## src/rtl/ram_dump_module.sv

```systemverilog
// ram_dump_module
// Reads the 16-word buffer RAM (addresses 0..DEPTH-1) through its registered
// read port once the sequencer raises start_sig. It streams the words out on a
// valid/ready interface, accumulates a wrapping checksum, and pulses done_sig
// when the pass is complete.
//
// Ports
//   clk, rst_n        system clock (rising edge), asynchronous active-low reset
//   start_sig         level, held high by the sequencer for the whole pass
//   done_sig          one-cycle completion pulse
//   ram_rd_en         RAM read strobe; ram_addr is valid with it
//   ram_rd_data       RAM data, valid exactly one cycle after ram_rd_en
//   out_data/out_valid/out_ready/out_last   output stream
//   checksum          sum of all words of the last completed pass, mod 2^DATA_W
//
// Buffering: the stream head lives in the registered output stage
// (out_valid/out_data). A 2-entry skid FIFO sits behind it and absorbs the
// words still in flight from the RAM when the consumer stalls. Between the
// head stage, the skid FIFO and the two-cycle issue-to-head latency, one word
// per cycle is sustained with out_ready high, and nothing overflows under a
// stall.
module ram_dump_module #(
  parameter int DATA_W = 8,
  parameter int DEPTH  = 16,
  parameter int ADDR_W = 4
) (
  input  logic              clk,
  input  logic              rst_n,
  input  logic              start_sig,
  output logic              done_sig,
  output logic              ram_rd_en,
  output logic [ADDR_W-1:0] ram_addr,
  input  logic [DATA_W-1:0] ram_rd_data,
  output logic [DATA_W-1:0] out_data,
  output logic              out_valid,
  input  logic              out_ready,
  output logic              out_last,
  output logic [DATA_W-1:0] checksum
);

  localparam int CNT_W = ADDR_W + 1;
  localparam logic [CNT_W-1:0] DEPTH_C = CNT_W'(DEPTH);
  localparam logic [CNT_W-1:0] LAST_C  = CNT_W'(DEPTH - 1);

  typedef enum logic [1:0] {IDLE, READ, DONE, RECOVER} state_t;

  // Checksum addition wraps modulo 2^DATA_W.
  function automatic logic [DATA_W-1:0] add_wrap(input logic [DATA_W-1:0] a,
                                                 input logic [DATA_W-1:0] b);
    return a + b;
  endfunction

  state_t              state_q, state_d;
  logic [CNT_W-1:0]    rd_cnt_q, rd_cnt_d;
  logic [CNT_W-1:0]    beat_cnt_q, beat_cnt_d;
  logic [DATA_W-1:0]   sum_q, sum_d;
  logic [DATA_W-1:0]   checksum_q, checksum_d;
  logic                done_q, done_d;
  logic                rd_en_q, rd_en_d;
  logic                rd_vld_q, rd_vld_d;
  logic [ADDR_W-1:0]   ram_addr_q, ram_addr_d;
  logic                out_valid_q, out_valid_d;
  logic [DATA_W-1:0]   out_data_q, out_data_d;
  logic                out_last_q, out_last_d;
  logic [DATA_W-1:0]   skid0_q, skid0_d;
  logic [DATA_W-1:0]   skid1_q, skid1_d;
  logic [1:0]          skid_cnt_q, skid_cnt_d;

  logic                pop;
  logic                land_v;
  logic [1:0]          cnt_v;

  always_comb begin
    state_d     = state_q;
    rd_cnt_d    = rd_cnt_q;
    beat_cnt_d  = beat_cnt_q;
    sum_d       = sum_q;
    checksum_d  = checksum_q;
    done_d      = 1'b0;
    rd_en_d     = 1'b0;
    rd_vld_d    = 1'b0;
    ram_addr_d  = ram_addr_q;
    out_valid_d = out_valid_q;
    out_data_d  = out_data_q;
    out_last_d  = 1'b0;
    skid0_d     = skid0_q;
    skid1_d     = skid1_q;
    skid_cnt_d  = skid_cnt_q;
    pop         = out_valid_q & out_ready;
    land_v      = rd_vld_q;
    cnt_v       = skid_cnt_q;

    case (state_q)
      IDLE: begin
        out_valid_d = 1'b0;
        skid_cnt_d  = 2'd0;
        if (start_sig) begin
          // The first read is issued in the very next cycle.
          state_d    = READ;
          rd_en_d    = 1'b1;
          ram_addr_d = '0;
          rd_cnt_d   = CNT_W'(1);
          beat_cnt_d = '0;
          sum_d      = '0;
        end
      end

      READ: begin
        if (!start_sig) begin
          // Abort: drop buffered words and ignore the read still in flight.
          state_d     = IDLE;
          out_valid_d = 1'b0;
          skid_cnt_d  = 2'd0;
        end else if (pop && (beat_cnt_q == LAST_C)) begin
          state_d     = DONE;
          done_d      = 1'b1;
          sum_d       = add_wrap(sum_q, out_data_q);
          checksum_d  = add_wrap(sum_q, out_data_q);
          beat_cnt_d  = beat_cnt_q + CNT_W'(1);
          out_valid_d = 1'b0;
          skid_cnt_d  = 2'd0;
        end else begin
          if (pop) begin
            sum_d      = add_wrap(sum_q, out_data_q);
            beat_cnt_d = beat_cnt_q + CNT_W'(1);
          end

          // Refill the head stage: oldest skid entry first, else the word
          // arriving from the RAM this cycle.
          if (!out_valid_q || pop) begin
            if (skid_cnt_q != 2'd0) begin
              out_valid_d = 1'b1;
              out_data_d  = skid0_q;
              skid0_d     = skid1_q;
              cnt_v       = skid_cnt_q - 2'd1;
            end else if (rd_vld_q) begin
              out_valid_d = 1'b1;
              out_data_d  = ram_rd_data;
              land_v      = 1'b0;
            end else begin
              out_valid_d = 1'b0;
            end
          end

          // A RAM word not taken by the head stage goes to the skid FIFO tail.
          if (land_v) begin
            if (cnt_v == 2'd0) begin
              skid0_d = ram_rd_data;
            end else begin
              skid1_d = ram_rd_data;
            end
            cnt_v = cnt_v + 2'd1;
          end
          skid_cnt_d = cnt_v;
          out_last_d = out_valid_d && (beat_cnt_d == LAST_C);

          // Issue only while the skid FIFO plus the read already on the RAM
          // port leaves room, so stalled data always has a slot.
          rd_vld_d = rd_en_q;
          if ((rd_cnt_q < DEPTH_C) && (({1'b0, cnt_v} + {2'b00, rd_en_q}) < 3'd2)) begin
            rd_en_d    = 1'b1;
            ram_addr_d = rd_cnt_q[ADDR_W-1:0];
            rd_cnt_d   = rd_cnt_q + CNT_W'(1);
          end
        end
      end

      DONE: begin
        state_d = RECOVER;
      end

      RECOVER: begin
        state_d = IDLE;
      end

      default: begin
        state_d = IDLE;
      end
    endcase
  end

  always_ff @(posedge clk or negedge rst_n) begin
    if (!rst_n) begin
      state_q     <= IDLE;
      rd_cnt_q    <= '0;
      beat_cnt_q  <= '0;
      sum_q       <= '0;
      checksum_q  <= '0;
      done_q      <= 1'b0;
      rd_en_q     <= 1'b0;
      rd_vld_q    <= 1'b0;
      ram_addr_q  <= '0;
      out_valid_q <= 1'b0;
      out_data_q  <= '0;
      out_last_q  <= 1'b0;
      skid0_q     <= '0;
      skid1_q     <= '0;
      skid_cnt_q  <= 2'd0;
    end else begin
      state_q     <= state_d;
      rd_cnt_q    <= rd_cnt_d;
      beat_cnt_q  <= beat_cnt_d;
      sum_q       <= sum_d;
      checksum_q  <= checksum_d;
      done_q      <= done_d;
      rd_en_q     <= rd_en_d;
      rd_vld_q    <= rd_vld_d;
      ram_addr_q  <= ram_addr_d;
      out_valid_q <= out_valid_d;
      out_data_q  <= out_data_d;
      out_last_q  <= out_last_d;
      skid0_q     <= skid0_d;
      skid1_q     <= skid1_d;
      skid_cnt_q  <= skid_cnt_d;
    end
  end

  assign done_sig  = done_q;
  assign ram_rd_en = rd_en_q;
  assign ram_addr  = ram_addr_q;
  assign out_data  = out_data_q;
  assign out_valid = out_valid_q;
  assign out_last  = out_last_q;
  assign checksum  = checksum_q;

endmodule

```

## config.mk

```make
export PLATFORM = sky130hd
export DESIGN_NAME = ram_dump_module
export DESIGN_NICKNAME = d
export VERILOG_FILES = /design/src/rtl/ram_dump_module.sv
export SDC_FILE = /design/constraint.sdc
export NUM_CORES = 1
export LEC_CHECK = 0
export BUFFER_PORTS_ARGS = -buffer_cell sky130_fd_sc_hd__buf_2
export CAP_MARGIN = 10
export CORE_UTILIZATION = 45
export DETAILED_ROUTE_END_ITERATION = 12
export GPL_TIMING_DRIVEN = 0
export MAX_ROUTING_LAYER = met4
export SETUP_SLACK_MARGIN = 0.4
export SLEW_MARGIN = 20
export SYNTH_ARGS = -nofsm -noshare
export SYNTH_HDL_FRONTEND = slang
export SYNTH_SLANG_ARGS = --single-unit
```

## constraint.sdc

```tcl
create_clock -name clk -period 3.3 [get_ports clk]
set_input_delay 0.165 -clock clk [delete_from_list [all_inputs] [get_ports clk]]
set_output_delay 0.165 -clock clk [all_outputs]
set_load 0.01 [all_outputs]
```

==> results of run 1 <==
-- what timing repair did --
item / 4_1_cts / 5_1_grt
hold buffers: 1 / 0
resized for setup: 0 / 0
endpoints found under the setup margin: 0 / 0
endpoints found under the hold margin: 27 / 0
-- sequential cells by signal, indices dropped and copies added (netlist names), 2 cells and up, named ones only --
name        count
beat_cnt_q      5
skid0_q         8
rd_cnt_q        5
ram_addr        4
skid_cnt_q      2
checksum        8
skid1_q         8
sum_q           8
out_data        8
-- power by group --
group,total [uW],internal (uW),switching (uW)
clock network,610,309,301
logic,434,187,246
registers,944,859,85.3
total,1990,1350,633
-- synth_stat cells (4+ instances only) --
library cell / instances
sky130_fd_sc_hd__inv_1: 8
sky130_fd_sc_hd__dfrtp_1: 63
sky130_fd_sc_hd__nand3_1: 5
sky130_fd_sc_hd__nor2_1: 7
sky130_fd_sc_hd__nand2_1: 28
sky130_fd_sc_hd__o21ai_0: 25
sky130_fd_sc_hd__ha_1: 11
sky130_fd_sc_hd__mux2i_1: 10
sky130_fd_sc_hd__a21oi_1: 11
sky130_fd_sc_hd__o211ai_1: 4
sky130_fd_sc_hd__xnor2_1: 6
sky130_fd_sc_hd__nor3_1: 6
sky130_fd_sc_hd__a2bb2oi_1: 8
sky130_fd_sc_hd__a21o_1: 8
sky130_fd_sc_hd__a22o_1: 8
sky130_fd_sc_hd__mux2_2: 14
sky130_fd_sc_hd__o22ai_1: 9
sky130_fd_sc_hd__clkbuf_1: 8
-- metal layers --
metal | share of wire [%] | vias up | global-route usage [%]
met4 | 1.0 | 0 | 8.03
met2 | 45 | 42 | 29.9
li1 | - | 1208 | -
met5 | 0 | - | -
met1 | 51 | 1220 | 28.4
met3 | 3.5 | 7 | 4.72
-- layout make-up --
type,instances,area (um^2)
plain buffers,12,52.6
clock buffers,12,155
flip-flops and latches,63,1580
multi-input cells,213,1520
fillers,608,3110
repair buffers,37,208
well taps,96,120
inverters,8,30.0
clock inverters,4,20.0
-- metrics by stage --
| step | instance area [um^2] | std cells |
|---|---|---|
| final | 3680 | 445 |
| after CTS | 3680 | 445 |
| after floorplan | 3180 | 296 |
| after global routing | 3680 | 445 |
| after global placement | 3470 | 427 |
| after detailed placement | 3500 | 428 |
-- final timing paths --
kind,startpoint,to,cells after the start
min in group asynchronous,rst_n,checksum[1],2
max reg2reg,beat_cnt_q[0],ram_addr[3],8
max in group asynchronous,rst_n,ram_rd_en,3
min reg2reg,checksum[7],checksum[7],2
min,ram_rd_data[3],skid1_q[3],2
max,beat_cnt_q[0],ram_addr[3],8
-- cell families after synthesis --
group	Yosys count
compound gates	98
simple gates	72
flops	63
mux	24
buf+inv	20
fa+ha+maj	12
xor+xnor	7
==> flow_summary.html, run 1 <==
<table>
<tr><th>Metric</th><th>Value</th></tr>
<tr><th colspan="2">Detailed routing</th></tr>
<tr><td>Average detailed-routed wire length per instance</td><td>15.1 um</td></tr>
<tr><td>Ratio of routed vias to standard cells</td><td>5.57</td></tr>
<tr><td>Via Count</td><td>2477</td></tr>
<tr><td>Number of detailed-route iterations in the first pass</td><td>5</td></tr>
<tr><td>Detailed Route Iter0 Violations</td><td>131</td></tr>
<tr><td>Count of antenna-violating nets left after detailed routing</td><td>0</td></tr>
<tr><td>DRC violation count after routing</td><td>0</td></tr>
<tr><td>Final wirelength</td><td>6.74 mm</td></tr>
<tr><th colspan="2">Worst hold path</th></tr>
<tr><td>Min-Delay Path Class</td><td>in2reg</td></tr>
<tr><th colspan="2">Die</th></tr>
<tr><td># rows</td><td>30</td></tr>
<tr><td>Effective utilization at floorplan</td><td>46.8%</td></tr>
<tr><td>Total I/O pin count</td><td>36</td></tr>
<tr><td>Area of the placeable core</td><td>6790 um^2</td></tr>
<tr><td>Vertical extent of the die</td><td>86.0 um</td></tr>
<tr><td>Horizontal die dimension</td><td>86.0 um</td></tr>
<tr><td>Die Outline Area</td><td>7400 um^2</td></tr>
<tr><th colspan="2">Cells and area</th></tr>
<tr><td>Most used cells in the layout excluding fill and tap cells</td><td>63 x sky130_fd_sc_hd__dfrtp_1, 37 x sky130_fd_sc_hd__buf_2, 28 x sky130_fd_sc_hd__nand2_1, 25 x sky130_fd_sc_hd__o21ai_0, 14 x sky130_fd_sc_hd__mux2_2</td></tr>
<tr><td>Fraction of final layout cells with drive strength greater than 1</td><td>21.2%</td></tr>
<tr><td>Utilization after layout</td><td>54.2%</td></tr>
<tr><td>Number of diodes</td><td>0</td></tr>
<tr><td>Nets</td><td>368</td></tr>
<tr><td>Signed area change from the synthesized netlist to the final layout</td><td>15.8%</td></tr>
<tr><td>Commonest non-fill, non-tap cell in the layout</td><td>sky130_fd_sc_hd__dfrtp_1</td></tr>
<tr><th colspan="2">Synth</th></tr>
<tr><td>Synth Area in Adders</td><td>4.96%</td></tr>
<tr><td>Proportion of synthesized area in mux cells</td><td>8.11%</td></tr>
<tr><td>Share of the synthesized area in the top cell type</td><td>49.6%</td></tr>
<tr><td>Nets in the synthesized netlist</td><td>320</td></tr>
<tr><td>Post-synth EDFFs</td><td>0</td></tr>
<tr><td>Warnings from Yosys</td><td>0</td></tr>
<tr><td>Synth Flop Type</td><td>sky130_fd_sc_hd__dfrtp_1</td></tr>
<tr><td>Area leader, netlist</td><td>sky130_fd_sc_hd__dfrtp_1</td></tr>
<tr><td>Simple-Gate Fraction of Synth Area</td><td>11.6%</td></tr>
<tr><td>XOR/XNOR Fraction of Synth Area</td><td>1.93%</td></tr>
<tr><td>Synthesis-stage register bit count</td><td>63</td></tr>
<tr><td>Post-synthesis instance area</td><td>3180 um^2</td></tr>
<tr><td>Share of flip-flops with an asynchronous set or reset</td><td>100%</td></tr>
<tr><td>Leading cell types by total area after synthesis</td><td>sky130_fd_sc_hd__dfrtp_1 50%, sky130_fd_sc_hd__mux2_2 5.0%, sky130_fd_sc_hd__ha_1 4.3%</td></tr>
<tr><td>Cell count after synthesis</td><td>296</td></tr>
<tr><td>Sequential share of the synthesized area</td><td>49.6%</td></tr>
<tr><td>Synth Area in Compound Gates</td><td>21.2%</td></tr>
<tr><td>Syn_area_per_cell</td><td>10.7 um^2</td></tr>
<tr><td>Count of different cell masters after synthesis</td><td>55</td></tr>
<tr><td>Dominant combinational cell family by area after synthesis</td><td>compound AO/OA/AOI/OAI gates</td></tr>
<tr><th colspan="2">Place</th></tr>
<tr><td>Port bufs</td><td>35</td></tr>
<tr><td>Post-placement worst setup slack</td><td>0.707 ns</td></tr>
<tr><td>Estimated wirelength of the detail-placed design</td><td>4.79 mm</td></tr>
<tr><td>Final weighted congestion of routability-driven global placement</td><td>0.804</td></tr>
<tr><th colspan="2">Timing</th></tr>
<tr><td>Max-Slew Margin vs Limit</td><td>50.8%</td></tr>
<tr><td>Final worst slack</td><td>0.704 ns</td></tr>
<tr><td>Final hold violations</td><td>0</td></tr>
<tr><td>Final setup viols</td><td>0</td></tr>
<tr><td>Unrepaired setup endpoints after global routing</td><td>false</td></tr>
<tr><td>Slew of the pin with the lowest slew margin</td><td>0.735 ns</td></tr>
<tr><td>Setup clock skew after layout</td><td>0.0114 ns</td></tr>
<tr><td>Setup TNS</td><td>0 ns</td></tr>
<tr><td>Final clock period utilization by the worst path</td><td>78.7%</td></tr>
<tr><td>Highest achievable clock rate</td><td>0.385 GHz</td></tr>
<tr><td>Number of max-slew violations in the final report</td><td>0</td></tr>
<tr><td>Final hold slack</td><td>0.0850 ns</td></tr>
<tr><td>Clock period minus worst slack</td><td>2.60 ns</td></tr>
<tr><th colspan="2">Critical path</th></tr>
<tr><td>Cell at the slowest stage of the critical path</td><td>sky130_fd_sc_hd__dfrtp_1</td></tr>
<tr><td>Combined buffer and inverter count along the critical path</td><td>1</td></tr>
<tr><td>Setup slack on the worst flop-to-flop path</td><td>0.70 ns</td></tr>
<tr><td>Setup crit start kind</td><td>flop</td></tr>
<tr><td>Data required time at the worst endpoint</td><td>3.53 ns</td></tr>
<tr><td>Arrival time at the worst endpoint</td><td>2.82 ns</td></tr>
<tr><td>Category of cells accounting for the largest share of critical-path delay</td><td>compound AO/OA/AOI/OAI gates</td></tr>
<tr><td>Maximum fanout along the worst path</td><td>8</td></tr>
<tr><td>Kind of critical path</td><td>reg2reg</td></tr>
<tr><td>Cells along the critical path</td><td>ha_1, and3_1, ha_1, a21o_1, a311o_1, or2_1, buf_2, a311o_1</td></tr>
<tr><td>Peak per-stage delay on the critical path</td><td>0.47 ns</td></tr>
<tr><td>Setup crit end kind</td><td>flop</td></tr>
<tr><th colspan="2">Global route</th></tr>
<tr><td>GRT Total Usage</td><td>20.8%</td></tr>
<tr><td>Vias in the first global route</td><td>2405</td></tr>
<tr><td>Pin count of the biggest net entering global routing</td><td>37</td></tr>
<tr><td>Global route total overflow</td><td>0</td></tr>
<tr><td>First-pass GRT wire length</td><td>11.6 mm</td></tr>
<tr><td>Initial antenna violation count</td><td>0</td></tr>
<tr><th colspan="2">Run</th></tr>
<tr><td>Total of max-cap violations</td><td>0</td></tr>
<tr><th colspan="2">CTS</th></tr>
<tr><td>Later-pin clock latency in the skew report</td><td>0.34 ns</td></tr>
<tr><td>Library cell used as clock root buffer</td><td>sky130_fd_sc_hd__clkbuf_8</td></tr>
<tr><td>H-Tree Level Count</td><td>3</td></tr>
<tr><td>Number of buffers created by CTS</td><td>9</td></tr>
<tr><td>Register clock-pin slew on the reported worst setup and hold paths</td><td>0.07 ns</td></tr>
<tr><td>Max Root-Sink Buffers</td><td>2</td></tr>
<tr><td>CTS tree</td><td>built</td></tr>
<tr><td>CTS Sinks</td><td>63</td></tr>
<tr><td>Setup fix buffers added after clock tree synthesis</td><td>0</td></tr>
<tr><th colspan="2">Power and ir drop</th></tr>
<tr><td>Leak</td><td>0.00190 uW</td></tr>
<tr><td>Max IR drop VDD</td><td>0.206 mV</td></tr>
<tr><td>Pwr/cell area</td><td>540 nW/um^2</td></tr>
<tr><td>PnR Total Power</td><td>1990 uW</td></tr>
<tr><th colspan="2">Outcome</th></tr>
<tr><td>Outcome</td><td>finished, final reports clean</td></tr>
</table>
Power figures use the tool's default switching activity.
==> inputs of run 2 (changes only) <==
--- a/config.mk
+++ b/config.mk
@@ -11,6 +11,7 @@
 export DETAILED_ROUTE_END_ITERATION = 12
 export GPL_TIMING_DRIVEN = 0
 export MAX_ROUTING_LAYER = met4
+export PLACE_DENSITY = 0.66
 export SETUP_SLACK_MARGIN = 0.4
 export SLEW_MARGIN = 20
 export SYNTH_ARGS = -nofsm -noshare
==> constraint.sdc (replaced) <==
create_clock -name clk -period 2.3 [get_ports clk]
set_input_delay 0.115 -clock clk [delete_from_list [all_inputs] [get_ports clk]]
set_output_delay 0.115 -clock clk [all_outputs]
set_load 0.01 [all_outputs]
==> run 2 against run 1 <==
Net effect: sequential power is 46% higher; clock skew is 0.0053 ns lower; die area stayed put; first-iteration DRC count is 3.8% higher; power is 66% higher; largest cell class is now multi-input combinational cells; fmax is 16% higher; combinational power is 88% higher; worst hold slack worse by 0.054 ns; sequential cell count stayed put; core utilization is 8.1 points higher; largest power group unchanged; global-route usage is 1.7 points higher.
==> flow_summary.html, run 2 (synthesized netlist as in run 1, its figures left out) <==
<table>
<tr><th>Metric</th><th>Value</th></tr>
<tr><th colspan="2">Outcome</th></tr>
<tr><td>Outcome</td><td>finished, final reports clean (unchanged)</td></tr>
<tr><th colspan="2">Critical path</th></tr>
<tr><td>Cell at the slowest stage of the critical path</td><td>sky130_fd_sc_hd__dfrtp_2 (was sky130_fd_sc_hd__dfrtp_1)</td></tr>
<tr><td>Kind of critical path</td><td>reg2reg (unchanged)</td></tr>
<tr><td>Setup crit start kind</td><td>flop (unchanged)</td></tr>
<tr><td>Cells along the critical path</td><td>ha_4, and3_4, ha_4, a21o_4, a311o_1, or2_1, buf_6, a311o_1 (was ha_1, and3_1, ha_1, a21o_1, a311o_1, or2_1, buf_2, a311o_1)</td></tr>
<tr><td>Maximum fanout along the worst path</td><td>6 (was 8)</td></tr>
<tr><td>Crit Reg-Reg Endpoint</td><td>ram_addr[1] (was ram_addr[3])</td></tr>
<tr><td>Data required time at the worst endpoint</td><td>2.53 ns (was 3.53 ns)</td></tr>
<tr><td>Arrival time at the worst endpoint</td><td>2.47 ns (was 2.82 ns)</td></tr>
<tr><td>Setup slack on the worst flop-to-flop path</td><td>0.06 ns (was 0.70 ns)</td></tr>
<tr><td>Setup crit end kind</td><td>flop (unchanged)</td></tr>
<tr><td>Worst Reg2Reg Path Length in Cells</td><td>8 (unchanged)</td></tr>
<tr><td>Peak per-stage delay on the critical path</td><td>0.43 ns (was 0.47 ns)</td></tr>
<tr><td>Worst reg2reg path startpoint</td><td>beat_cnt_q[1] (was beat_cnt_q[0])</td></tr>
<tr><th colspan="2">Timing</th></tr>
<tr><td>Max-Slew Margin vs Limit</td><td>70.2% (was 50.8%)</td></tr>
<tr><td>Final clock period utilization by the worst path</td><td>97.4% (was 78.7%)</td></tr>
<tr><td>Clock period minus worst slack</td><td>2.24 ns (was 2.60 ns)</td></tr>
<tr><td>Final setup viols</td><td>0 (unchanged)</td></tr>
<tr><td>Highest achievable clock rate</td><td>0.446 GHz (was 0.385 GHz)</td></tr>
<tr><td>Setup clock skew after layout</td><td>0.00608 ns (was 0.0114 ns)</td></tr>
<tr><td>Number of max-slew violations in the final report</td><td>0 (unchanged)</td></tr>
<tr><td>Setup TNS</td><td>0 ns (unchanged)</td></tr>
<tr><td>Slew of the pin with the lowest slew margin</td><td>0.444 ns (was 0.735 ns)</td></tr>
<tr><td>Unrepaired setup endpoints after global routing</td><td>true (was false)</td></tr>
<tr><td>Final hold violations</td><td>0 (unchanged)</td></tr>
<tr><td>Final hold slack</td><td>0.0315 ns (was 0.0850 ns)</td></tr>
<tr><th colspan="2">Global route</th></tr>
<tr><td>First-pass GRT wire length</td><td>12.4 mm (was 11.6 mm)</td></tr>
<tr><td>GRT Total Usage</td><td>22.4% (was 20.8%)</td></tr>
<tr><td>Vias in the first global route</td><td>2565 (was 2405)</td></tr>
<tr><td>Initial antenna violation count</td><td>0 (unchanged)</td></tr>
<tr><td>Global route total overflow</td><td>0 (unchanged)</td></tr>
<tr><td>Pin count of the biggest net entering global routing</td><td>33 (was 37)</td></tr>
<tr><th colspan="2">Cells and area</th></tr>
<tr><td>Fraction of final layout cells with drive strength greater than 1</td><td>37.9% (was 21.2%)</td></tr>
<tr><td>Non-filler instance count after layout</td><td>468 (was 445)</td></tr>
<tr><td>Commonest non-fill, non-tap cell in the layout</td><td>sky130_fd_sc_hd__dfrtp_1 (unchanged)</td></tr>
<tr><td>Signed area change from the synthesized netlist to the final layout</td><td>33.2% (was 15.8%)</td></tr>
<tr><td>Utilization after layout</td><td>62.3% (was 54.2%)</td></tr>
<tr><td>Most used cells in the layout excluding fill and tap cells</td><td>57 x sky130_fd_sc_hd__dfrtp_1, 34 x sky130_fd_sc_hd__buf_2, 26 x sky130_fd_sc_hd__nand2_1, 21 x sky130_fd_sc_hd__buf_4, 16 x sky130_fd_sc_hd__o21ai_0 (was 63 x sky130_fd_sc_hd__dfrtp_1, 37 x sky130_fd_sc_hd__buf_2, 28 x sky130_fd_sc_hd__nand2_1, 25 x sky130_fd_sc_hd__o21ai_0, 14 x sky130_fd_sc_hd__mux2_2)</td></tr>
<tr><td>Nets</td><td>391 (was 368)</td></tr>
<tr><td>Fillers</td><td>558 (was 608)</td></tr>
<tr><td>Number of diodes</td><td>0 (unchanged)</td></tr>
<tr><th colspan="2">Detailed routing</th></tr>
<tr><td>Count of antenna-violating nets left after detailed routing</td><td>0 (unchanged)</td></tr>
<tr><td>Ratio of routed vias to standard cells</td><td>5.52 (was 5.57)</td></tr>
<tr><td>Average detailed-routed wire length per instance</td><td>16.0 um (was 15.1 um)</td></tr>
<tr><td>Detailed Route Iter0 Violations</td><td>136 (was 131)</td></tr>
<tr><td>Via Count</td><td>2582 (was 2477)</td></tr>
<tr><td>Final wirelength</td><td>7.48 mm (was 6.74 mm)</td></tr>
<tr><td>Number of detailed-route iterations in the first pass</td><td>4 (was 5)</td></tr>
<tr><td>DRC violation count after routing</td><td>0 (unchanged)</td></tr>
<tr><th colspan="2">Place</th></tr>
<tr><td>Final weighted congestion of routability-driven global placement</td><td>0.869 (was 0.804)</td></tr>
<tr><td>Port bufs</td><td>35 (unchanged)</td></tr>
<tr><td>Estimated wirelength of the detail-placed design</td><td>4.77 mm (was 4.79 mm)</td></tr>
<tr><td>Number of instances in the placed design</td><td>428 (unchanged)</td></tr>
<tr><th colspan="2">Power and ir drop</th></tr>
<tr><td>Switching power</td><td>1000 uW (was 633 uW)</td></tr>
<tr><td>Fraction of power consumed by the clock network</td><td>33.4% (was 30.7%)</td></tr>
<tr><td>Sequential Power Share</td><td>41.8% (was 47.5%)</td></tr>
<tr><td>Cell-internal power</td><td>2290 uW (was 1350 uW)</td></tr>
<tr><td>Power share of the combinational group</td><td>24.8% (was 21.8%)</td></tr>
<tr><td>Switching portion of total power</td><td>30.4% (was 31.8%)</td></tr>
<tr><td>Pwr/cell area</td><td>778 nW/um^2 (was 540 nW/um^2)</td></tr>
<tr><td>Max IR drop VDD</td><td>0.297 mV (was 0.206 mV)</td></tr>
<tr><td>Leak</td><td>0.00208 uW (was 0.00190 uW)</td></tr>
<tr><th colspan="2">CTS</th></tr>
<tr><td>Later-pin clock latency in the skew report</td><td>0.34 ns (about the same)</td></tr>
<tr><td>CTS tree</td><td>built (unchanged)</td></tr>
<tr><td>Register clock-pin slew on the reported worst setup and hold paths</td><td>0.07 ns (about the same)</td></tr>
<tr><td>Max Root-Sink Buffers</td><td>2 (unchanged)</td></tr>
<tr><td>Library cell used as clock root buffer</td><td>sky130_fd_sc_hd__clkbuf_8 (unchanged)</td></tr>
<tr><td>Number of buffers created by CTS</td><td>9 (unchanged)</td></tr>
<tr><td>CTS Sinks</td><td>63 (unchanged)</td></tr>
<tr><td>H-Tree Level Count</td><td>3 (unchanged)</td></tr>
<tr><th colspan="2">Worst hold path</th></tr>
<tr><td>Min-Delay Path Class</td><td>in2reg (unchanged)</td></tr>
<tr><td>Hold Crit Endpoint</td><td>skid1_q[7] (was skid1_q[3])</td></tr>
<tr><td>Hold path depth</td><td>2 (unchanged)</td></tr>
<tr><td>Hold Crit Start</td><td>ram_rd_data[7] (was ram_rd_data[3])</td></tr>
<tr><th colspan="2">Die</th></tr>
<tr><td>Horizontal die dimension</td><td>86.0 um (unchanged)</td></tr>
<tr><td>Area of the placeable core</td><td>6790 um^2 (unchanged)</td></tr>
<tr><td>Die Outline Area</td><td>7400 um^2 (unchanged)</td></tr>
<tr><td>Vertical extent of the die</td><td>86.0 um (unchanged)</td></tr>
<tr><td># rows</td><td>30 (unchanged)</td></tr>
<tr><td>Effective utilization at floorplan</td><td>46.8% (unchanged)</td></tr>
<tr><td>Total I/O pin count</td><td>36 (unchanged)</td></tr>
<tr><th colspan="2">Run</th></tr>
<tr><td>Total of max-cap violations</td><td>0 (unchanged)</td></tr>
</table>
run 2: changes by cell type in the layout (fill, tap and decap cells not counted), moves of 7 or more:
cell,delta
sky130_fd_sc_hd__buf_4,+20
sky130_fd_sc_hd__o21ai_0,-9
sky130_fd_sc_hd__ha_1,-7
sky130_fd_sc_hd__ha_4,+7
sky130_fd_sc_hd__o21ai_1,+7
run 2: worst max path at each step:
| stage | start | to | slack, ns | depth (start not counted) |
|---|---|---|---|---|
| 2_1_floorplan | beat_cnt_q[1] | rd_cnt_q[0] | 0.11 | 8 |
| 3_3_place_gp | beat_cnt_q[1] | rd_cnt_q[0] | -0.08 | 8 |
| 3_5_place_dp | beat_cnt_q[1] | rd_cnt_q[0] | -0.09 | 8 |
| 4_1_cts | beat_cnt_q[1] | ram_addr[1] | 0.05 | 8 |
| 5_1_grt | beat_cnt_q[0] | ram_addr[1] | -0.004 | 8 |
| 6_report | beat_cnt_q[1] | ram_addr[1] | 0.06 | 8 |
run 2: power by group through the flow:
| stage | registers [uW] | clock network [uW] | logic [uW] |
|---|---|---|---|
| finish | 1380 | 1100 | 817 |
| global route | 1390 | 1170 | 917 |
| CTS | 1370 | 1120 | 784 |
| detailed placement | 1390 | 0 | 684 |
| global placement | 1390 | 0 | 660 |
| floorplan | 1400 | 0 | 422 |
run 2: cell type report:
class	count	area (um^2)	area share (%)
inverters	8	30.0	0.709
clock inverters	3	65.1	1.54
flip-flops and latches	63	1580	37.4
well taps	96	120	2.84
clock buffers	13	159	3.75
multi-input cells	213	1770	41.8
plain buffers	12	103	2.42
repair buffers	60	404	9.54
run 2: through the flow:
step	total power, uW	area [um^2]	setup WS [ns]
floorplan	1820	3280	0.106
global placement	2050	3580	-0.0760
detailed placement	2080	3600	-0.0889
CTS	3280	4110	0.0475
global route	3480	4230	-0.00378
finish	3290	4230	0.0592
run 2: critical path: cells and delay by family (launching register included):
family,cells,cell delay (ns)
compound gates,3,0.81
fa+ha+maj,2,0.32
buf+inv,1,0.14
flops,1,0.43
simple gates,2,0.42
run 2: per-layer routing:
layer	vias to the layer above	GRT usage, %	wire length [um]
met5	-	-	0
met4	0	10.9	145
met1	1278	30.5	3730
met3	11	2.98	162
li1	1254	-	-
met2	39	33.1	3440
run 2: timing repair:
action	4_1_cts	5_1_grt
setup endpoints to repair	56	54
endpoints found under the hold margin	31	0
gates cloned	0	0
hold buffers	1	0
setup buffers	15	8
resized for setup	32	22
pin swaps	19	17
==> inputs of run 3 (changes only) <==
--- a/config.mk
+++ b/config.mk
@@ -5,6 +5,7 @@
 export SDC_FILE = /design/constraint.sdc
 export NUM_CORES = 1
 export LEC_CHECK = 0
+export ABC_AREA = 1
 export BUFFER_PORTS_ARGS = -buffer_cell sky130_fd_sc_hd__buf_2
 export CAP_MARGIN = 10
 export CORE_UTILIZATION = 45
==> run 3 against run 2 <==
Net effect: first-iteration DRC count increased by 4.4%; synthesized cell count increased by 33%; sequential share of layout area increased by 2.2 points; design area decreased by 5.8%; sequential cell count unchanged; wire length decreased by 8.4%; clock power decreased by 23%; sequential power about the same; largest power group unchanged; count of clock-buffer cells in the layout increased by 2; clock skew about the same; combinational power decreased by 0.6%; worst setup slack improved by 0.47 ns.
==> flow_summary.html, run 3 <==
<table>
<tr><th>Metric</th><th>Value</th></tr>
<tr><th colspan="2">Cells and area</th></tr>
<tr><td>Fraction of final layout cells with drive strength greater than 1</td><td>21.5% (was 37.9%)</td></tr>
<tr><td>Signed area change from the synthesized netlist to the final layout</td><td>20.4% (was 33.2%)</td></tr>
<tr><td>Number of diodes</td><td>0 (unchanged)</td></tr>
<tr><td>Final Cell Area</td><td>3990 um^2 (was 4230 um^2)</td></tr>
<tr><td>Nets</td><td>480 (was 391)</td></tr>
<tr><td>Commonest non-fill, non-tap cell in the layout</td><td>sky130_fd_sc_hd__nand2_1 (was sky130_fd_sc_hd__dfrtp_1)</td></tr>
<tr><td>Most used cells in the layout excluding fill and tap cells</td><td>108 x sky130_fd_sc_hd__nand2_1, 62 x sky130_fd_sc_hd__dfrtp_1, 47 x sky130_fd_sc_hd__nand3_1, 37 x sky130_fd_sc_hd__inv_1, 36 x sky130_fd_sc_hd__buf_2 (was 57 x sky130_fd_sc_hd__dfrtp_1, 34 x sky130_fd_sc_hd__buf_2, 26 x sky130_fd_sc_hd__nand2_1, 21 x sky130_fd_sc_hd__buf_4, 16 x sky130_fd_sc_hd__o21ai_0)</td></tr>
<tr><td>Fillers</td><td>643 (was 558)</td></tr>
<tr><th colspan="2">CTS</th></tr>
<tr><td>Register clock-pin slew on the reported worst setup and hold paths</td><td>0.06 ns (was 0.07 ns)</td></tr>
<tr><td>CTS tree</td><td>built (unchanged)</td></tr>
<tr><td>Later-pin clock latency in the skew report</td><td>0.33 ns (was 0.34 ns)</td></tr>
<tr><td>H-Tree Level Count</td><td>3 (unchanged)</td></tr>
<tr><td>Number of buffers created by CTS</td><td>9 (unchanged)</td></tr>
<tr><td>CTS Sinks</td><td>63 (unchanged)</td></tr>
<tr><td>Max Root-Sink Buffers</td><td>2 (unchanged)</td></tr>
<tr><td>Library cell used as clock root buffer</td><td>sky130_fd_sc_hd__clkbuf_8 (unchanged)</td></tr>
<tr><th colspan="2">Detailed routing</th></tr>
<tr><td>DRC violation count after routing</td><td>0 (unchanged)</td></tr>
<tr><td>Average detailed-routed wire length per instance</td><td>12.3 um (was 16.0 um)</td></tr>
<tr><td>Detailed Route Iter0 Violations</td><td>142 (was 136)</td></tr>
<tr><td>Via Count</td><td>2727 (was 2582)</td></tr>
<tr><td>Number of detailed-route iterations in the first pass</td><td>4 (unchanged)</td></tr>
<tr><td>Count of antenna-violating nets left after detailed routing</td><td>0 (unchanged)</td></tr>
<tr><td>Ratio of routed vias to standard cells</td><td>4.90 (was 5.52)</td></tr>
<tr><td>Final wirelength</td><td>6.85 mm (was 7.48 mm)</td></tr>
<tr><th colspan="2">Synth</th></tr>
<tr><td>Leading cell types by total area after synthesis</td><td>sky130_fd_sc_hd__dfrtp_1 48%, sky130_fd_sc_hd__nand2_1 12%, sky130_fd_sc_hd__nand3_1 7.1% (was sky130_fd_sc_hd__dfrtp_1 50%, sky130_fd_sc_hd__mux2_2 5.0%, sky130_fd_sc_hd__ha_1 4.3%)</td></tr>
<tr><td>Synth cell count leaders</td><td>108 x sky130_fd_sc_hd__nand2_1, 63 x sky130_fd_sc_hd__dfrtp_1, 47 x sky130_fd_sc_hd__nand3_1 (was 63 x sky130_fd_sc_hd__dfrtp_1, 28 x sky130_fd_sc_hd__nand2_1, 25 x sky130_fd_sc_hd__o21ai_0)</td></tr>
<tr><td>Most instantiated library cell after synthesis</td><td>sky130_fd_sc_hd__nand2_1 (was sky130_fd_sc_hd__dfrtp_1)</td></tr>
<tr><td>Area leader, netlist</td><td>sky130_fd_sc_hd__dfrtp_1 (unchanged)</td></tr>
<tr><td>Count of different cell masters after synthesis</td><td>36 (was 55)</td></tr>
<tr><td>Share of flip-flops with an asynchronous set or reset</td><td>100% (unchanged)</td></tr>
<tr><td>Post-synthesis instance area</td><td>3310 um^2 (was 3180 um^2)</td></tr>
<tr><td>Synth Flop Type</td><td>sky130_fd_sc_hd__dfrtp_1 (unchanged)</td></tr>
<tr><td>Share of the synthesized area in the top cell type</td><td>47.6% (was 49.6%)</td></tr>
<tr><td>Cell count after synthesis</td><td>393 (was 296)</td></tr>
<tr><td>Sequential share of the synthesized area</td><td>47.6% (was 49.6%)</td></tr>
<tr><td>Synthesis-stage register bit count</td><td>63 (unchanged)</td></tr>
<tr><td>Warnings from Yosys</td><td>0 (unchanged)</td></tr>
<tr><td>Post-synth EDFFs</td><td>0 (unchanged)</td></tr>
<tr><td>Nets in the synthesized netlist</td><td>417 (was 320)</td></tr>
<tr><td>Syn_area_per_cell</td><td>8.43 um^2 (was 10.7 um^2)</td></tr>
<tr><th colspan="2">Die</th></tr>
<tr><td>Horizontal die dimension</td><td>87.8 um (was 86.0 um)</td></tr>
<tr><td>Area of the placeable core</td><td>6940 um^2 (was 6790 um^2)</td></tr>
<tr><td>Die Outline Area</td><td>7710 um^2 (was 7400 um^2)</td></tr>
<tr><td>Total I/O pin count</td><td>36 (unchanged)</td></tr>
<tr><td>Effective utilization at floorplan</td><td>47.7% (was 46.8%)</td></tr>
<tr><td># rows</td><td>30 (unchanged)</td></tr>
<tr><td>Vertical extent of the die</td><td>87.8 um (was 86.0 um)</td></tr>
<tr><th colspan="2">Critical path</th></tr>
<tr><td>Data required time at the worst endpoint</td><td>2.57 ns (was 2.53 ns)</td></tr>
<tr><td>Worst Reg2Reg Path Length in Cells</td><td>8 (unchanged)</td></tr>
<tr><td>Worst reg2reg path startpoint</td><td>out_valid (was beat_cnt_q[1])</td></tr>
<tr><td>Setup crit start kind</td><td>flop (unchanged)</td></tr>
<tr><td>Kind of critical path</td><td>reg2reg (unchanged)</td></tr>
<tr><td>Setup crit end kind</td><td>flop (unchanged)</td></tr>
<tr><td>Crit Reg-Reg Endpoint</td><td>skid0_q[7] (was ram_addr[1])</td></tr>
<tr><td>Arrival time at the worst endpoint</td><td>2.04 ns (was 2.47 ns)</td></tr>
<tr><td>Maximum fanout along the worst path</td><td>10 (was 6)</td></tr>
<tr><td>Setup slack on the worst flop-to-flop path</td><td>0.53 ns (was 0.06 ns)</td></tr>
<tr><th colspan="2">Place</th></tr>
<tr><td>Port bufs</td><td>35 (unchanged)</td></tr>
<tr><td>Final weighted congestion of routability-driven global placement</td><td>0.878 (was 0.869)</td></tr>
<tr><td>Cell area reported after detailed placement</td><td>3630 um^2 (was 3600 um^2)</td></tr>
<tr><td>Estimated wirelength of the detail-placed design</td><td>5.03 mm (was 4.77 mm)</td></tr>
<tr><th colspan="2">Timing</th></tr>
<tr><td>Slew of the pin with the lowest slew margin</td><td>0.702 ns (was 0.444 ns)</td></tr>
<tr><td>Clock period minus worst slack</td><td>1.77 ns (was 2.24 ns)</td></tr>
<tr><td>Final setup viols</td><td>0 (unchanged)</td></tr>
<tr><td>Final hold violations</td><td>0 (unchanged)</td></tr>
<tr><td>Final clock period utilization by the worst path</td><td>77.0% (was 97.4%)</td></tr>
<tr><td>Number of max-slew violations in the final report</td><td>0 (unchanged)</td></tr>
<tr><td>Setup clock skew after layout</td><td>0.00655 ns (was 0.00608 ns)</td></tr>
<tr><td>Max-Slew Margin vs Limit</td><td>52.9% (was 70.2%)</td></tr>
<tr><td>Highest achievable clock rate</td><td>0.564 GHz (was 0.446 GHz)</td></tr>
<tr><td>Unrepaired setup endpoints after global routing</td><td>false (was true)</td></tr>
<tr><td>Setup TNS</td><td>0 ns (unchanged)</td></tr>
<tr><th colspan="2">Power and ir drop</th></tr>
<tr><td>Switching portion of total power</td><td>32.4% (was 30.4%)</td></tr>
<tr><td>Fraction of power consumed by the clock network</td><td>27.7% (was 33.4%)</td></tr>
<tr><td>Pwr/cell area</td><td>769 nW/um^2 (was 778 nW/um^2)</td></tr>
<tr><td>Sequential Power Share</td><td>45.9% (was 41.8%)</td></tr>
<tr><td>Max IR drop VDD</td><td>0.370 mV (was 0.297 mV)</td></tr>
<tr><td>Cell-internal power</td><td>2070 uW (was 2290 uW)</td></tr>
<tr><td>Leak</td><td>0.00205 uW (was 0.00208 uW)</td></tr>
<tr><td>Switching power</td><td>992 uW (was 1000 uW)</td></tr>
<tr><td>Power share of the combinational group</td><td>26.5% (was 24.8%)</td></tr>
<tr><th colspan="2">Worst hold path</th></tr>
<tr><td>Hold path depth</td><td>3 (was 2)</td></tr>
<tr><td>Hold Crit Start</td><td>ram_rd_data[6] (was ram_rd_data[7])</td></tr>
<tr><td>Min-Delay Path Class</td><td>in2reg (unchanged)</td></tr>
<tr><td>Hold Crit Endpoint</td><td>skid1_q[6] (was skid1_q[7])</td></tr>
<tr><th colspan="2">Global route</th></tr>
<tr><td>Vias in the first global route</td><td>2618 (was 2565)</td></tr>
<tr><td>Pin count of the biggest net entering global routing</td><td>35 (was 33)</td></tr>
<tr><td>Global route total overflow</td><td>0 (unchanged)</td></tr>
<tr><td>First-pass GRT wire length</td><td>11.3 mm (was 12.4 mm)</td></tr>
<tr><td>GRT Total Usage</td><td>19.7% (was 22.4%)</td></tr>
<tr><td>Initial antenna violation count</td><td>0 (unchanged)</td></tr>
<tr><th colspan="2">Outcome</th></tr>
<tr><td>Outcome</td><td>finished, final reports clean (unchanged)</td></tr>
<tr><th colspan="2">Run</th></tr>
<tr><td>Total of max-cap violations</td><td>0 (unchanged)</td></tr>
</table>
[run 3: cell types whose count changed in the layout (fill, tap and decap cells not counted), moves of 8 or more]
cell,previous run,this run
sky130_fd_sc_hd__a2bb2oi_1,8,0
sky130_fd_sc_hd__mux2i_1,10,0
sky130_fd_sc_hd__nand2_1,26,108
sky130_fd_sc_hd__buf_4,21,10
sky130_fd_sc_hd__o21ai_0,16,30
sky130_fd_sc_hd__nand3_1,4,47
sky130_fd_sc_hd__mux2_2,13,0
sky130_fd_sc_hd__o22ai_1,9,1
sky130_fd_sc_hd__inv_1,8,37
sky130_fd_sc_hd__nor2_1,6,19
[run 3: kinds of logic after synthesis]
group,Yosys count,synth area share (%)
simple gates,197,27.6
compound gates,63,11.6
flops,63,47.6
buf+inv,49,6.08
fa+ha+maj,12,4.76
xor+xnor,9,2.38
[run 3: how the worst max path moves through the flow]
stage / from / end / slack (ns) / depth (start not counted)
2_1_floorplan: out_valid / skid0_q[0] / 0.47 / 8
4_1_cts: out_valid / skid0_q[7] / 0.40 / 8
6_report: out_valid / skid0_q[7] / 0.53 / 8
3_5_place_dp: out_valid / skid0_q[7] / 0.19 / 8
3_3_place_gp: out_valid / skid0_q[5] / 0.23 / 8
5_1_grt: beat_cnt_q[1] / checksum[3] / 0.40 / 10
[run 3: timing repair]
action / in CTS / in global routing
setup buffers: 2 / 9
setup endpoints to repair: 18 / 46
cloned: 0 / 4
hold endpoints to repair: 29 / 0
gates resized for setup: 1 / 16
hold buffers: 1 / 0
pin swaps: 2 / 6
[run 3: final cells by class]
| type | count | area [um^2] | area share, % |
|---|---|---|---|
| tap | 96 | 120 | 3.01 |
| sequential | 63 | 1580 | 39.6 |
| timing repair buffer | 49 | 312 | 7.81 |
| buffer | 5 | 42.5 | 1.07 |
| inverter | 44 | 169 | 4.24 |
| timing repair inverter | 1 | 7.51 | 0.188 |
| clock buffer | 15 | 176 | 4.42 |
| multi-input combinational | 283 | 1580 | 39.7 |
[run 3: per-layer routing]
| layer | global-route usage, % | vias to the layer above | share of wire [%] |
|---|---|---|---|
| li1 | - | 1421 | - |
| met1 | 24.7 | 1254 | 47 |
| met2 | 31.2 | 50 | 49 |
| met3 | 5.66 | 2 | 3.2 |
| met4 | 5.51 | 0 | 0.45 |
| met5 | - | - | 0 |
[run 3: power groups by stage]
stage               combinational, uW  clock [uW]  sequential [uW]
floorplan                         498           0             1430
global placement                  748           0             1420
detailed placement                769           0             1430
CTS                               775         876             1410
global route                      922         923             1430
finish                            812         849             1410
[run 3: critical path: stages (launching register included)]
cell                      delay (ns)
sky130_fd_sc_hd__dfrtp_2        0.43
sky130_fd_sc_hd__nand2_2        0.16
sky130_fd_sc_hd__nand2_1        0.07
sky130_fd_sc_hd__nand2_1        0.10
sky130_fd_sc_hd__ha_1           0.14
sky130_fd_sc_hd__buf_2          0.22
sky130_fd_sc_hd__nand2_2        0.16
sky130_fd_sc_hd__a21oi_4        0.26
sky130_fd_sc_hd__o21a_1         0.15
[run 3: through the flow]
step / total power (uW) / utilization (%) / std cells / hold WS [ns] / setup slack [ns]
after floorplan: 1930 / - / 393 / -0.181 / 0.471
after global placement: 2170 / 51.9 / 524 / 0.372 / 0.228
after detailed placement: 2200 / 52.3 / 525 / 0.0670 / 0.192
after CTS: 3060 / 55.2 / 543 / 0.0197 / 0.402
after global routing: 3270 / 57.4 / 556 / 0.0402 / 0.397
final: 3070 / 57.4 / 556 / 0.0347 / 0.528
